### src/rtl/data_mem_dumper.sv
// Post-halt dump of a window of DATA_MEM onto a byte stream (MS byte first) with a
// valid/ready handshake, for a UART TX to carry to the host. Read-only: never writes memory.
module data_mem_dumper #(
    parameter int len_addr   = 11,
    parameter int len_data   = 16,
    parameter int ram_depth  = 2048,
    parameter int base_addr  = 0,
    parameter int dump_words = 16
) (
    input  logic                clk,
    input  logic                reset,
    input  logic                start,
    output logic                Mem_Rd,
    output logic [len_addr-1:0] Mem_Addr,
    input  logic [len_data-1:0] Mem_Out_Data,
    output logic [7:0]          tx_data,
    output logic                tx_valid,
    input  logic                tx_ready,
    output logic                busy,
    output logic                done
);

    localparam int NBYTES = len_data / 8;
    localparam int BCW    = (NBYTES > 1) ? $clog2(NBYTES) : 1;
    localparam int WCW    = (dump_words > 1) ? $clog2(dump_words) : 1;

    localparam logic [BCW-1:0]      LAST_BYTE = BCW'(NBYTES - 1);
    localparam logic [WCW-1:0]      LAST_WORD = WCW'(dump_words - 1);
    localparam logic [len_addr-1:0] BASE      = len_addr'(base_addr);
    localparam logic [len_addr-1:0] TOP       = len_addr'(ram_depth - 1);

    typedef enum logic [2:0] {
        IDLE,
        READ,
        CAPTURE,
        SEND,
        FINISH
    } state_t;

    state_t                state_q, state_d;
    logic [len_addr-1:0]   addr_q, addr_d;
    logic                  rd_q, rd_d;
    logic [7:0]            txd_q, txd_d;
    logic                  txv_q, txv_d;
    logic                  busy_q, busy_d;
    logic                  done_q, done_d;
    logic [BCW-1:0]        bcnt_q, bcnt_d;
    logic [WCW-1:0]        wcnt_q, wcnt_d;
    logic [len_data-1:0]   shift_q, shift_d;

    always_comb begin
        state_d = state_q;
        addr_d  = addr_q;
        rd_d    = 1'b0;
        txd_d   = txd_q;
        txv_d   = txv_q;
        busy_d  = busy_q;
        done_d  = 1'b0;
        bcnt_d  = bcnt_q;
        wcnt_d  = wcnt_q;
        shift_d = shift_q;

        case (state_q)
            IDLE: begin
                if (start) begin
                    state_d = READ;
                    busy_d  = 1'b1;
                    rd_d    = 1'b1;
                    addr_d  = BASE;
                    wcnt_d  = '0;
                end
            end
            READ: begin
                state_d = CAPTURE;
            end
            CAPTURE: begin
                // Remaining bytes queue up behind the MS byte already on tx_data.
                shift_d = Mem_Out_Data << 8;
                txd_d   = Mem_Out_Data[len_data-1 -: 8];
                txv_d   = 1'b1;
                bcnt_d  = LAST_BYTE;
                state_d = SEND;
            end
            SEND: begin
                if (txv_q && tx_ready) begin
                    if (bcnt_q != '0) begin
                        txd_d   = shift_q[len_data-1 -: 8];
                        shift_d = shift_q << 8;
                        bcnt_d  = bcnt_q - 1'b1;
                    end else begin
                        txv_d = 1'b0;
                        if (wcnt_q != LAST_WORD) begin
                            wcnt_d  = wcnt_q + 1'b1;
                            addr_d  = (addr_q == TOP) ? '0 : addr_q + 1'b1;
                            rd_d    = 1'b1;
                            state_d = READ;
                        end else begin
                            state_d = FINISH;
                        end
                    end
                end
            end
            FINISH: begin
                done_d  = 1'b1;
                busy_d  = 1'b0;
                state_d = IDLE;
            end
            default: begin
                state_d = IDLE;
            end
        endcase
    end

    always_ff @(posedge clk or negedge reset) begin
        if (!reset) begin
            state_q <= IDLE;
            addr_q  <= BASE;
            rd_q    <= 1'b0;
            txd_q   <= '0;
            txv_q   <= 1'b0;
            busy_q  <= 1'b0;
            done_q  <= 1'b0;
            bcnt_q  <= '0;
            wcnt_q  <= '0;
        end else begin
            state_q <= state_d;
            addr_q  <= addr_d;
            rd_q    <= rd_d;
            txd_q   <= txd_d;
            txv_q   <= txv_d;
            busy_q  <= busy_d;
            done_q  <= done_d;
            bcnt_q  <= bcnt_d;
            wcnt_q  <= wcnt_d;
        end
    end

    // Pure data holding register; every use is preceded by a CAPTURE load.
    always_ff @(posedge clk) begin
        shift_q <= shift_d;
    end

    assign Mem_Rd   = rd_q;
    assign Mem_Addr = addr_q;
    assign tx_data  = txd_q;
    assign tx_valid = txv_q;
    assign busy     = busy_q;
    assign done     = done_q;

endmodule

### config.mk
export PLATFORM = sky130hd
export DESIGN_NAME = data_mem_dumper
export DESIGN_NICKNAME = d
export VERILOG_FILES = /design/src/rtl/data_mem_dumper.sv
export SDC_FILE = /design/constraint.sdc
export NUM_CORES = 1
export LEC_CHECK = 0
export CORE_MARGIN = 3
export CORE_UTILIZATION = 44
export DETAILED_ROUTE_END_ITERATION = 16
export GPL_ROUTABILITY_DRIVEN = 0
export MAX_ROUTING_LAYER = met4
export PLACE_DENSITY = 0.73
export REMOVE_ABC_BUFFERS = 1
export SLEW_MARGIN = 20
export SYNTH_ARGS = -nofsm -noshare
export SYNTH_HDL_FRONTEND = slang
export SYNTH_SLANG_ARGS = --single-unit
export TNS_END_PERCENT = 1
### constraint.sdc
create_clock -name clk -period 1.6 [get_ports clk]
set_input_delay 0.24 -clock clk [delete_from_list [all_inputs] [get_ports clk]]
set_output_delay 0.24 -clock clk [all_outputs]
set_load 0.01 [all_outputs]
==> impl_results.md, run 1 <==
- Final setup viols: 1
- Final instance area: 2610 um^2
- Share of the synthesized area in the top cell type: 0.423
- Critical Path Fanout Max: 5
- Period utilisation layout: 1.00
- Flops & latches, synth: 39
- Required @ worst endpoint: 1.77 ns
- Clk slew on worst S/H paths: 0.07 ns
- Power Density: 1730 nW/um^2
- Fraction of layout cells with a size suffix above 1: 0.194
- MaxCap Viol Count: 0
- # diodes: 0
- Asr flop ratio synth: 0.795
- Clock sink total: 39
- Number of global-route vias before repair: 1611
- Cell Area, Placed: 2460 um^2
- Synth area leader: dfrtp_1
- Row cnt: 22
- Worst EP arrival: 1.77 ns
- Failing checks: setup timing
- HP Class: in2async
- Peak supply drop: 713 uV
- Actual slew at the worst max-slew pin: 0.391 ns
- Cell Area, Synth: 1840 um^2
- Final worst path period need: 1.60 ns
- Yosys cell types: 35
- Post-layout util: 0.682
- Worst path cell trace: nor4b_4 > a31oi_2 > a31o_2 > a22o_1
- EDFF count, synth: 8
- Post-CTS Setup Inserts: 0
- Top-count cell post-synth: dfrtp_1
- Die W: 70.6 um
- H-tree levels: 2
- CP Launch Type: flop
- DR WL/cell: 14.8 um
- Sum Neg Setup Slack: -0.00320 ns
- Largest net degree at the start of global routing: 32
- DRT Wirelength: 4300 um
- Clk Latency, worst-skew pair: 0.28 ns
- Die area: 4980 um^2
- Vert. Die Dim: 70.6 um
- Hold slack: 0.351 ns
- Commonest cells in the netlist: dfrtp_1 (31), nand2_1 (23), o21ai_0 (15)
- Root Buffer: clkbuf_8
- CP max stage delay: 0.45 ns
- Global Route Usage Sum: 0.182
- Seq/Total Area, Yosys: 0.554
- Clk buf depth: 2
- Synth Flop Type: dfrtp_1
- First-pass GRT wire length: 7130 um
- DRC Markers: 0
- Dpl hpwl: 3090 um
- Final hold violations: 0
- Synth top area cells: dfrtp_1 (42%), edfxtp_1 (13%), nand2_1 (4.7%)
- Area Overhead vs Synth: 42.2%
- IO Pins: 43
- Final worst slack: -0.00320 ns
- CTS tree: done
- Slowest-stage cell, CP: dfrtp_2
- Antenna violations before repair: 0
- DR pass1 iterations: 4
- Post-DRT Antenna Nets: 0
- Nets: 263
- CORE AREA: 3830 um^2
- Via count: 1616
- CP endpoint kind: flop
- Status: finished with violations
- Initial DRC count: 103
- Total gr overflow: 0
- Setup WS pre-CTS: -0.252 ns
- Synth warn: 0
- I/O Buffers: 42
- Starting Density: 0.480
- Relative max-transition margin: 0.739
- Avg Cell Area, Syn: 10.4 um^2
- Skew final: 0.00319 ns
- Post-Synthesis Cells: 176
- CTS Buf Count: 5
- Final Max Slew Viols: 0
- RSZ-0062 raised after global routing: true
- Lkg Pwr: 1.11 nW
- Vias per Instance: 5.57
- Worst Setup Path Type: reg2reg
- Maximum clock rate: 0.624 GHz
## placed cells by master (no fill, tap or decap), types with 2 or more instances in the layout
cell type         n
and3_1            3
a31oi_1          12
a31o_2            3
o21ai_0          13
a22o_1            4
nand3_2           2
nand4_1           2
clkbuf_1          2
o21ai_1           2
o21bai_1          2
nor2_1           14
o31ai_1           4
clkdlybuf4s50_1  41
nand2b_1          4
dfrtp_1          29
inv_1             4
buf_4            21
ha_1              2
clkbuf_8          5
and3b_2           2
nand2_1          23
dfrtp_2           2
nand3b_1          2
edfxtp_1          8
and2_1            8
nand3_1           9
## sequential cells by signal, summed over array words and instances, names as in the netlist
register and cells:
tx_valid 1, wcnt_q 4, Mem_Addr 11, bcnt_q 1, Mem_Rd 1, state_q 3
shift_q 8, busy 1, tx_data 8, done 1
## per-stage QoR
stage	total power [mW]	std cells
2_1_floorplan	2.70	168
3_3_place_gp	3.68	281
3_5_place_dp	3.80	281
4_1_cts	4.47	289
5_1_grt	4.83	290
6_report	4.50	290
## worst max-delay path, delay by kind of cell (launching register included)
family | cells | cell delay, ns
AO/OA/AOI/OAI | 3 | 0.64
flip-flops | 1 | 0.45
AND/OR/NAND/NOR | 1 | 0.41
## cell families after synthesis
family,synth area share
buffers and inverters,0.0314
adders and majority gates,0.0136
xor gates and xnor gates,0.00477
and+or+nand+nor,0.230
DFF,0.554
AOI/OAI and AO/OA,0.167
## worst paths after layout
kind | start | endpoint | slack, ns | cells past startpoint
worst max-delay path | state_q[1]$_DFFE_PN0P_ | Mem_Addr[6]$_DFFE_PN0P_ | -0.003 | 4
worst min-delay path | reset | wcnt_q[1]$_DFFE_PN0P_ | 0.35 | 2
max in group asynchronous | reset | state_q[2]$_DFFE_PN0P_ | 0.94 | 2
min in group clk | Mem_Out_Data[11] | tx_data[3]$_DFFE_PN0P_ | 0.52 | 3
worst max register to register | state_q[1]$_DFFE_PN0P_ | Mem_Addr[6]$_DFFE_PN0P_ | -0.003 | 4
worst min register to register | shift_q[8]$_SDFFCE_PP0P_ | tx_data[0]$_DFFE_PN0P_ | 0.53 | 2
## final cells by class
class | count | area [um^2]
tap | 48 | 60.1
fill | 300 | 1220
clock buffer | 7 | 76.3
sequential | 39 | 1020
multi-input combinational | 126 | 823
clock inverter | 1 | 5.00
inverter | 4 | 15.0
timing repair buffer | 65 | 612
## report_power, final
part	internal [mW]	switching, mW	total (mW)
Combinational	1.09	1.16	2.25
Clock	0.306	0.312	0.618
Sequential	1.42	0.222	1.64
Total	2.81	1.69	4.50
## timing repair
item,CTS,global route
setup endpoints to repair,8,14
hold buffers,0,0
pin swaps,1,2
gates cloned,0,1
endpoints found under the hold margin,0,0
resized for setup,4,11
## per-layer routing
metal	part of all wire	global-route usage	up-vias
li1	-	-	768
met1	0.42	0.217	793
met2	0.52	0.301	45
met3	0.044	0.0455	10
met4	0.019	0.0647	0
met5	0	-	-
Note: power is estimated with default switching activity, not from simulation.
==> run 2, diff against run 1 <==
--- a/config.mk
+++ b/config.mk
@@ -12,6 +12,7 @@
 export MAX_ROUTING_LAYER = met4
 export PLACE_DENSITY = 0.73
 export REMOVE_ABC_BUFFERS = 1
+export SETUP_SLACK_MARGIN = 0.15
 export SLEW_MARGIN = 20
 export SYNTH_ARGS = -nofsm -noshare
 export SYNTH_HDL_FRONTEND = slang
==> run 2 against run 1 <==
The run now ends clean. Clock power rose by 0.8%. Cell count rose by 0.34%. Wire length rose by 1.8%. Clock-buffer cell count did not move. Clock skew fell by 0.0019 ns. Flip-flop and latch count did not move.
==> impl_results.md, run 2 (synthesis results as in run 1) <==
- MaxCap Viol Count: 0 (unchanged)
- Starting Density: 0.480 (unchanged)
- Global Route Usage Sum: 0.186 (was 0.182)
- DR WL/cell: 15.1 um (was 14.8 um)
- Critical path origin: Mem_Addr[1]$_DFFE_PN0P_ (was state_q[1]$_DFFE_PN0P_)
- Vias per Instance: 5.48 (was 5.57)
- Final Max Slew Viols: 0 (unchanged)
- Sum Neg Setup Slack: 0 ns (was -0.00320 ns)
- Maximum clock rate: 0.646 GHz (was 0.624 GHz)
- Clk buf depth: 2 (unchanged)
- H-tree levels: 2 (unchanged)
- I/O Buffers: 42 (unchanged)
- Peak supply drop: 712 uV (was 713 uV)
- Clk Latency, worst-skew pair: 0.28 ns (about the same)
- Actual slew at the worst max-slew pin: 0.396 ns (was 0.391 ns)
- Power Density: 1690 nW/um^2 (was 1730 nW/um^2)
- Clock sink total: 39 (unchanged)
- Row cnt: 22 (unchanged)
- Relative max-transition margin: 0.736 (was 0.739)
- DRT Wirelength: 4380 um (was 4300 um)
- R2r endpoint: Mem_Addr[6]$_DFFE_PN0P_ (unchanged)
- CTS Buf Count: 5 (unchanged)
- Root Buffer: clkbuf_8 (unchanged)
- Antenna violations before repair: 0 (unchanged)
- Die W: 70.6 um (unchanged)
- Logic pwr share: 0.499 (about the same)
- Cell Area, Placed: 2460 um^2 (unchanged)
- RSZ-0062 raised after global routing: true (unchanged)
- DRC Markers: 0 (unchanged)
- Period utilisation layout: 0.968 (was 1.00)
- Post-DRT Antenna Nets: 0 (unchanged)
- Dpl hpwl: 3090 um (unchanged)
- Part of the power in registers: 0.364 (about the same)
- Total Power: 4.55 mW (was 4.50 mW)
- R2R Setup Slk: 0.05 ns (was -0.003 ns)
- Final setup viols: 0 (was 1)
- CP endpoint kind: flop (unchanged)
- Vert. Die Dim: 70.6 um (unchanged)
- CTS tree: done (unchanged)
- Area Overhead vs Synth: 46.3% (was 42.2%)
- Total gr overflow: 0 (unchanged)
- Switching share of power: 0.382 (was 0.376)
- Worst flop-to-flop path startpoint: Mem_Addr[1]$_DFFE_PN0P_ (was state_q[1]$_DFFE_PN0P_)
- Worst EP arrival: 1.72 ns (was 1.77 ns)
- Critical Path Fanout Max: 4 (was 5)
- Most frequent cells in the layout: dfrtp_1 (28), clkdlybuf4s50_1 (27), nand2_1 (23) (was clkdlybuf4s50_1 (41), dfrtp_1 (29), nand2_1 (23))
- Via count: 1596 (was 1616)
- Max reg flops: 11 (unchanged)
- Reg2Reg Depth: 6 (was 4)
- Most common cell after layout, fill and taps aside: dfrtp_1 (was clkdlybuf4s50_1)
- Fraction of layout cells with a size suffix above 1: 0.214 (was 0.194)
- Number of global-route vias before repair: 1649 (was 1611)
- CORE AREA: 3830 um^2 (unchanged)
- Internal power: 2.81 mW (about the same)
- Largest net degree at the start of global routing: 32 (unchanged)
- Net switching power: 1.74 mW (was 1.69 mW)
- Final worst path period need: 1.55 ns (was 1.60 ns)
- Clk slew on worst S/H paths: 0.07 ns (about the same)
- Clock power share: 0.137 (about the same)
- First-pass GRT wire length: 7290 um (was 7130 um)
- Status: complete, no violations (was finished with violations)
- CP Launch Type: flop (unchanged)
- Lkg Pwr: 1.26 nW (was 1.11 nW)
- # diodes: 0 (unchanged)
- Skew final: 0.00133 ns (was 0.00319 ns)
- Nets: 264 (was 263)
- HP Class: in2async (unchanged)
- IO Pins: 43 (unchanged)
- DR pass1 iterations: 4 (unchanged)
- Initial DRC count: 102 (was 103)
- Final instance area: 2690 um^2 (was 2610 um^2)
- Final hold violations: 0 (unchanged)
- Required @ worst endpoint: 1.77 ns (about the same)
- Hold buffers post-CTS: 0 (unchanged)
- Worst Setup Path Type: reg2reg (unchanged)
- Die area: 4980 um^2 (unchanged)
-- run 2: cell count changes in the layout (fill, tap and decap cells not counted), moves of 2 or more --
cell | before | now
dlymetal6s2s_1 | 1 | 14
clkdlybuf4s50_1 | 41 | 27
o21ai_0 | 13 | 11
ha_1 | 2 | 0
-- run 2: area by class of cell --
type / instances / area [um^2]
fill: 280 / 1140
clock inverter: 1 / 5.00
tap: 48 / 60.1
clock buffer: 7 / 76.3
sequential: 39 / 1020
timing repair buffer: 66 / 651
inverter: 4 / 15.0
multi-input combinational: 126 / 858
-- run 2: how the worst max path moves through the flow --
stage | slack, ns | endpoint
3_3_place_gp | -0.17 | Mem_Addr[3]$_DFFE_PN0P_
3_5_place_dp | -0.25 | Mem_Addr[9]$_DFFE_PN0P_
5_1_grt | -0.02 | Mem_Addr[8]$_DFFE_PN0P_
4_1_cts | 0.04 | Mem_Addr[10]$_DFFE_PN0P_
2_1_floorplan | -0.23 | Mem_Addr[3]$_DFFE_PN0P_
6_report | 0.05 | Mem_Addr[6]$_DFFE_PN0P_
-- run 2: metrics by stage --
stage               cells  utilization  hold slack, ns  setup WS (ns)
CTS                   291        0.681           0.363         0.0367
global placement      281        0.643           0.504         -0.174
finish                291        0.702           0.348         0.0518
floorplan             168            -         -0.0556         -0.232
detailed placement    281        0.643           0.521         -0.252
global route          291        0.702           0.396        -0.0171
-- run 2: worst max-delay path, stage by stage, from the launching register on --
cell and delay (ns):
dfrtp_1 0.36, ha_2 0.19, buf_4 0.12, and3_1 0.17
nand3_1 0.10, a31o_2 0.26, a22o_1 0.23
-- run 2: power groups by stage --
stage	logic (mW)	registers (mW)	clock network (mW)
2_1_floorplan	0.946	1.75	0
3_3_place_gp	2.06	1.62	0
3_5_place_dp	2.16	1.64	0
4_1_cts	2.24	1.63	0.644
5_1_grt	2.49	1.71	0.678
6_report	2.27	1.66	0.623
-- run 2: repair_timing --
action / 4_1_cts / 5_1_grt
setup endpoints to repair: 27 / 40
pin swaps: 2 / 5
hold endpoints to repair: 0 / 0
resized for setup: 9 / 29
buffers inserted: 1 / 0
cloned: 1 / 0
-- run 2: routing by layer --
layer  GRT usage  up-vias  wire length [um]
li1            -      771                 -
met1       0.217      781              1840
met2       0.310       36              2290
met3      0.0483        8               179
met4      0.0710        0                72
met5           -        -                 0
